[config.mk]
export PLATFORM = sky130hd
export DESIGN_NAME = bipi_program_loader
export DESIGN_NICKNAME = d
export VERILOG_FILES = /design/src/rtl/bipi_pkg.sv /design/src/rtl/loader_checksum.sv /design/src/rtl/bipi_program_loader.sv
export SDC_FILE = /design/constraint.sdc
export NUM_CORES = 1
export LEC_CHECK = 0
export BUFFER_PORTS_ARGS = -buffer_cell sky130_fd_sc_hd__buf_2
export CAP_MARGIN = 25
export CORE_UTILIZATION = 30
export CTS_CLUSTER_DIAMETER = 80
export DETAILED_ROUTE_END_ITERATION = 8
export PLACE_DENSITY = 0.54
export SLEW_MARGIN = 15
export SYNTH_ARGS = -nofsm -noshare
export SYNTH_HDL_FRONTEND = slang
export SYNTH_SLANG_ARGS = --single-unit
[constraint.sdc]
create_clock -name i_clock -period 2 [get_ports i_clock]
set_input_delay 0.4 -clock i_clock [delete_from_list [all_inputs] [get_ports i_clock]]
set_output_delay 0.4 -clock i_clock [all_outputs]
set_load 0.02 [all_outputs]
[src/rtl/bipi_pkg.sv]
// Shared BIPI definitions: instruction field layout, widths and opcodes.
// Used by the program loader and the instruction decoder so both agree on
// the word format.
package bipi_pkg;

    localparam int OPCODE_LENGTH    = 5;
    localparam int OPERAND_LENGTH   = 11;
    localparam int INSTR_WIDTH      = 16;
    localparam int BYTE_WIDTH       = 8;
    localparam int PROG_ADDR_LENGTH = 11;

    localparam int OPCODE_MSB  = 15;
    localparam int OPCODE_LSB  = 11;
    localparam int OPERAND_MSB = 10;
    localparam int OPERAND_LSB = 0;

    // Position of the opcode field inside the high byte of a word.
    localparam int HI_OPCODE_LSB = OPCODE_LSB - BYTE_WIDTH;

    typedef logic [OPCODE_LENGTH-1:0] opcode_t;

    localparam opcode_t OP_HALT = 5'b00000;
    localparam opcode_t OP_STO  = 5'b00001;
    localparam opcode_t OP_LD   = 5'b00010;
    localparam opcode_t OP_LDI  = 5'b00011;
    localparam opcode_t OP_ADD  = 5'b00100;
    localparam opcode_t OP_ADDI = 5'b00101;
    localparam opcode_t OP_SUB  = 5'b00110;
    localparam opcode_t OP_SUBI = 5'b00111;

    // True when the high byte of a word carries the HALT opcode.
    function automatic logic is_halt_hi(input logic [BYTE_WIDTH-1:0] hi);
        return hi[BYTE_WIDTH-1:HI_OPCODE_LSB] == OP_HALT;
    endfunction

endpackage

[src/rtl/loader_checksum.sv]
// Running mod-256 sum over program bytes, with clear and compare.
// Only instantiated when BIPI_LOADER_CHECKSUM_EN is defined.
module loader_checksum
    import bipi_pkg::*;
(
    input  logic                  i_clock,
    input  logic                  i_reset,
    input  logic                  i_clear,
    input  logic                  i_add,
    input  logic [BYTE_WIDTH-1:0] i_byte,
    output logic                  o_match
);

    logic [BYTE_WIDTH-1:0] r_sum;

    // Accumulate each program byte; clear at the start of a load.
    always_ff @(posedge i_clock) begin
        if (i_reset) begin
            r_sum <= '0;
        end else if (i_clear) begin
            r_sum <= '0;
        end else if (i_add) begin
            r_sum <= r_sum + i_byte;
        end
    end

    assign o_match = (r_sum == i_byte);

endmodule

[src/rtl/bipi_program_loader.sv]
// Serial program loader: assembles high/low UART bytes into 16-bit words,
// writes them to program memory from address 0, stops at HALT and then
// releases the CPU from reset.
// Optional: define BIPI_LOADER_CHECKSUM_EN to require a trailing mod-256
// checksum byte after HALT before the CPU is released.
//
// state   | meaning
// IDLE    | waiting for i_start
// LOAD_HI | waiting for the high byte (opcode + operand[10:8])
// LOAD_LO | waiting for the low byte; writes the word on arrival
// CHECK   | waiting for the checksum byte (checksum build only)
// DONE    | program loaded, CPU running
// ERROR   | memory full without HALT, or checksum mismatch
module bipi_program_loader
    import bipi_pkg::*;
#(
    parameter int ADDR_LENGTH = PROG_ADDR_LENGTH
) (
    input  logic                   i_clock,
    input  logic                   i_reset,
    input  logic [BYTE_WIDTH-1:0]  i_rx_data,
    input  logic                   i_rx_valid,
    input  logic                   i_start,
    output logic                   o_wr_en,
    output logic [ADDR_LENGTH-1:0] o_wr_addr,
    output logic [INSTR_WIDTH-1:0] o_wr_data,
    output logic [ADDR_LENGTH:0]   o_word_count,
    output logic                   o_busy,
    output logic                   o_done,
    output logic                   o_error,
    output logic                   o_cpu_reset
);

    typedef enum logic [2:0] {
        S_IDLE    = 3'd0,
        S_LOAD_HI = 3'd1,
        S_LOAD_LO = 3'd2,
`ifdef BIPI_LOADER_CHECKSUM_EN
        S_CHECK   = 3'd3,
`endif
        S_DONE    = 3'd4,
        S_ERROR   = 3'd5
    } state_t;

    localparam logic [ADDR_LENGTH-1:0] ADDR_LAST = '1;
    localparam logic [ADDR_LENGTH-1:0] ADDR_ONE  = 1;
    localparam logic [ADDR_LENGTH:0]   COUNT_ONE = 1;

    state_t                  r_state;
    state_t                  w_state_next;
    logic                    w_start_load;
    logic                    w_accept_hi;
    logic                    w_write;
    logic [BYTE_WIDTH-1:0]   r_hi;
    logic [ADDR_LENGTH-1:0]  r_addr;
    logic [ADDR_LENGTH:0]    r_word_count;
    logic                    r_wr_en;
    logic [ADDR_LENGTH-1:0]  r_wr_addr;
    logic [INSTR_WIDTH-1:0]  r_wr_data;
    logic                    r_busy;
    logic                    r_done;
    logic                    r_error;
    logic                    r_cpu_reset;

`ifdef BIPI_LOADER_CHECKSUM_EN
    logic w_chk_add;
    logic w_chk_match;

    assign w_chk_add = i_rx_valid && (r_state == S_LOAD_HI || r_state == S_LOAD_LO);

    loader_checksum u_checksum (
        .i_clock (i_clock),
        .i_reset (i_reset),
        .i_clear (w_start_load),
        .i_add   (w_chk_add),
        .i_byte  (i_rx_data),
        .o_match (w_chk_match)
    );
`endif

    // State register.
    always_ff @(posedge i_clock) begin
        if (i_reset) begin
            r_state <= S_IDLE;
        end else begin
            r_state <= w_state_next;
        end
    end

    // Next-state and per-cycle datapath controls.
    always_comb begin
        w_state_next = r_state;
        w_start_load = 1'b0;
        w_accept_hi  = 1'b0;
        w_write      = 1'b0;
        case (r_state)
            S_IDLE, S_DONE, S_ERROR: begin
                if (i_start) begin
                    w_start_load = 1'b1;
                    w_state_next = S_LOAD_HI;
                end
            end
            S_LOAD_HI: begin
                if (i_rx_valid) begin
                    w_accept_hi  = 1'b1;
                    w_state_next = S_LOAD_LO;
                end
            end
            S_LOAD_LO: begin
                if (i_rx_valid) begin
                    w_write = 1'b1;
                    if (is_halt_hi(r_hi)) begin
`ifdef BIPI_LOADER_CHECKSUM_EN
                        w_state_next = S_CHECK;
`else
                        w_state_next = S_DONE;
`endif
                    end else if (r_addr == ADDR_LAST) begin
                        w_state_next = S_ERROR;
                    end else begin
                        w_state_next = S_LOAD_HI;
                    end
                end
            end
`ifdef BIPI_LOADER_CHECKSUM_EN
            S_CHECK: begin
                if (i_rx_valid) begin
                    w_state_next = w_chk_match ? S_DONE : S_ERROR;
                end
            end
`endif
            default: w_state_next = S_IDLE;
        endcase
    end

    // Word assembly, address/count tracking and the registered write port.
    always_ff @(posedge i_clock) begin
        if (i_reset) begin
            r_hi         <= '0;
            r_addr       <= '0;
            r_word_count <= '0;
            r_wr_en      <= 1'b0;
            r_wr_addr    <= '0;
            r_wr_data    <= '0;
        end else begin
            r_wr_en <= w_write;
            if (w_start_load) begin
                r_addr       <= '0;
                r_word_count <= '0;
            end
            if (w_accept_hi) begin
                r_hi <= i_rx_data;
            end
            if (w_write) begin
                r_wr_addr    <= r_addr;
                r_wr_data    <= {r_hi, i_rx_data};
                r_addr       <= r_addr + ADDR_ONE;
                r_word_count <= r_word_count + COUNT_ONE;
            end
        end
    end

    // Status flags track the state one cycle late, so the CPU is released
    // only after the HALT write strobe has completed.
    always_ff @(posedge i_clock) begin
        if (i_reset) begin
            r_busy      <= 1'b0;
            r_done      <= 1'b0;
            r_error     <= 1'b0;
            r_cpu_reset <= 1'b1;
        end else begin
`ifdef BIPI_LOADER_CHECKSUM_EN
            r_busy      <= (r_state == S_LOAD_HI) || (r_state == S_LOAD_LO) || (r_state == S_CHECK);
`else
            r_busy      <= (r_state == S_LOAD_HI) || (r_state == S_LOAD_LO);
`endif
            r_done      <= (r_state == S_DONE);
            r_error     <= (r_state == S_ERROR);
            r_cpu_reset <= (r_state != S_DONE);
        end
    end

    assign o_wr_en      = r_wr_en;
    assign o_wr_addr    = r_wr_addr;
    assign o_wr_data    = r_wr_data;
    assign o_word_count = r_word_count;
    assign o_busy       = r_busy;
    assign o_done       = r_done;
    assign o_error      = r_error;
    assign o_cpu_reset  = r_cpu_reset;

endmodule
==> impl_metrics.csv <==
group,metric,value,unit
worst_setup_path,reg2reg_to,"r_addr[5]",
worst_setup_path,crit_chain,"and4bb_1 -> buf_12 -> nand4_1 -> xor2_1 -> nor2_1",
sta,setup_viol,0,
logic_synthesis,synth_ff_type,"dfxtp_1",
logic_synthesis,synth_cells,307,
sta,rsz0062_at_grt,"no",
logic_synthesis,ys_top_cells_by_count,"66 x dfxtp_1, 59 x nand2_1, 40 x a21oi_1, 25 x nor2_1",
sta,finalWorstSetupSlack,281.2,ps
cts,cts_sinks,66,
global_routing,overflow,0,
worst_setup_path,timing.rr.start,"r_state[1]",
worst_setup_path,crit_end,"r_addr[5]",
detailed_routing,antenna_left,0,
layout,multi_input_area,1264,sq um
layout,layoutNonFillerInstCount,477,
die,dieHeight,96.89,microns
status,status,"completed",
global_routing,grt_pass1_vias,2190,
cts,clock_latency,350,ps
die,die-area,9388,sq um
cts,root_buffer,"clkbuf_8",
logic_synthesis,synth_top_cells_by_area,"dfxtp_1 49%, nand2_1 8.2%, a21oi_1 7.4%",
cts,cts_resized,0,
worst_setup_path,critical_path_peak_fanout,39,
cts,post-cts-setup-buffer-count,0,
die,core,8721,sq um
worst_setup_path,worst_path_max_delay_cell,"dfxtp_1",
placed_design,port-buffer-count,55,
layout,drive_gt1_frac,0.2439,
sta,tightest_slew,504.1,ps
sta,tns,0,ps
cts,cts_buffer_depth,2,
cts,numCtsBuffers,9,
worst_setup_path,r2r_cells,5,
global_routing,antenna_found_initial,0,
detailed_routing,drc,0,
detailed_routing,wl_met3,206,microns
detailed_routing,vias_per_cell,4.910,
worst_setup_path,startpoint_type,"flop",
logic_synthesis,yosysSeqAreaShare,0.4891,
sta,period_minus_slack,1719,ps
sta,period_share,0.8594,
worst_setup_path,critPathMaxStageDelay,520,ps
worst_setup_path,critPathLaunch,"r_state[1]",
logic_synthesis,syn_area_per_cell,8.799,sq um
layout,fill_cells,875,
detailed_routing,wire_per_inst,13.47,microns
flow_run,maxCapViolations,0,
worst_setup_path,crit_buf_inv,1,
logic_synthesis,synth_top_area_frac,0.4891,
hold_path,hold_path.class,"input port to flop",
detailed_routing,drtPass1Iterations,4,
layout,n_antenna_cell,0,
cts,clk_pin_slew_worst_paths,80,ps
global_routing,grt_max_degree,40,
layout,fin_nets,378,
sta,relSlewSlack,0.6633,
die,io_pins,56,
detailed_routing,drtIter0Drc,135,
pwr,irDropWorstVdd,0.3356,mV
sta,finalHoldViolations,0,
sta,fin_skew,11.64,ps
detailed_routing,topRoutingLayerUsed,"met4",
logic_synthesis,synth_seq_cells,66,
logic_synthesis,post-synth-top-area-cell,"dfxtp_1",
placed_design,gp_congestion,0.7512,
worst_setup_path,crit_family,"simple AND/OR/NAND/NOR gates",
worst_setup_path,cp_data_arrival_time,1950,ps
die,fp-row-count,34,
die,initial_core_util,0.3098,
pwr,leakagePower,1.348,nW
global_routing,grt_first_pass_wirelength,10700,microns
placed_design,dp_slack,272.9,ps
logic_synthesis,synth_cell_types,44,
pwr,power.density,864.3,nW/um^2
cts,cts_hold_buf,0,
logic_synthesis,synth_fp_nets,321,
cts,cts_htree_levels,3,
detailed_routing,num_vias,2342,
worst_setup_path,path_depth,5,
die,dieWidth,96.89,microns
global_routing,grt_usage,0.1420,
placed_design,dp_hpwl,4450,microns
logic_synthesis,async_flop_share,0,
logic_synthesis,synth_edf_count,0,
detailed_routing,drt_wl_total,6427,microns
logic_synthesis,syn_area,2701,sq um
layout,seqCellArea,1321,sq um
cts,tritoncts,"built",
placed_design,dp_cells,461,
sta,drv_slew,0,
worst_setup_path,crit_path_end_kind,"flop",
layout,area_delta_synth_final,23.67,%
sta,holdWs,293.3,ps
worst_setup_path,required,2240,ps
sta,fmaxAchievable,581.8,MHz
worst_setup_path,worst-setup-path-type,"flop to flop",
detailed_routing,wl_met2,2920,microns
worst_setup_path,r2r_slack,280,ps
detailed_routing,wl_met1,3124,microns
logic_synthesis,ys_warn_count,0,
logic_synthesis,synth.most_common_cell,"dfxtp_1",
[cells by family after synthesis]
logic type | share of synthesized area
flip-flops | 0.4891
XOR/XNOR | 0.01621
multiplexers | 0.02964
buffers and inverters | 0.04307
AND/OR/NAND/NOR | 0.2422
AO/OA/AOI/OAI | 0.1704
adder cells (fa/ha/maj) | 0.009262
[how the worst min path moves through the flow]
stage | start | endpoint | slack (ps) | depth (start not counted)
floorplan | r_hi[2] | o_wr_data[10] | 430 | 2
global route | i_rx_data[5] | o_wr_data[5] | 290 | 3
detailed placement | o_wr_data[7] | o_wr_data[7] | 450 | 2
finish | i_rx_data[6] | o_wr_data[6] | 290 | 3
CTS | i_start | r_state[2] | 280 | 2
global placement | o_wr_data[11] | o_wr_data[11] | 440 | 2
[flip-flops by register name (all words and copies together), names as in the netlist]
| name | count |
|---|---|
| r_hi | 8 |
| o_wr_data | 16 |
| o_word_count | 12 |
| r_addr | 11 |
| r_state | 3 |
| o_busy | 1 |
| o_done | 1 |
| o_wr_addr | 11 |
| o_wr_en | 1 |
| o_error | 1 |
| o_cpu_reset | 1 |
[stage by stage]
stage	power, mW	cell area, sq um	util
after global routing	2.995	3341	0.3831
after floorplan	1.486	2701	-
after CTS	2.922	3341	0.3831
after global placement	1.538	3098	0.3552
after detailed placement	1.540	3098	0.3552
final	2.887	3341	0.3831
[tightest hold or removal path, delay by kind of cell]
family	cells	cell delay, ps
compound gates	1	50
buf+inv	1	110
simple gates	1	50
[placed cells by master, fill, tap and decap left out, drive strengths merged, types with 2 or more instances in the layout]
master  count
a21oi      41
nor2       25
nand2      59
buf        65
or4         3
nor2b       2
o21ai       9
bufinv      3
o31ai       6
inv         4
a22oi       2
nand4       7
o41ai       2
xnor2       3
nor3        3
xor2        2
a211oi     10
nand2b      2
clkinv      2
dfxtp      66
and4        3
clkbuf     10
mux2i       8
and3        7
nand3      10
ha          2
[cell type report]
class | instances | area share
well taps | 108 | 0.04045
flip-flops and latches | 66 | 0.3955
clock buffers | 10 | 0.03820
clock inverters | 6 | 0.03446
repair buffers | 65 | 0.1086
multi-input cells | 218 | 0.3783
inverters | 4 | 0.004494
[routing by layer]
layer,vias to the layer above,GRT usage
met1,1088,0.1843
met3,13,0.02673
met4,0,0.08381
met2,52,0.2189
li1,1189,-
met5,-,0
[report_power, final]
group,internal (mW),total (mW),switching [mW]
Clock,0.833,1.38,0.547
Combinational,0.0614,0.163,0.101
Sequential,1.33,1.35,0.0156
Total,2.22,2.89,0.664
Power figures use the tool's default switching activity.
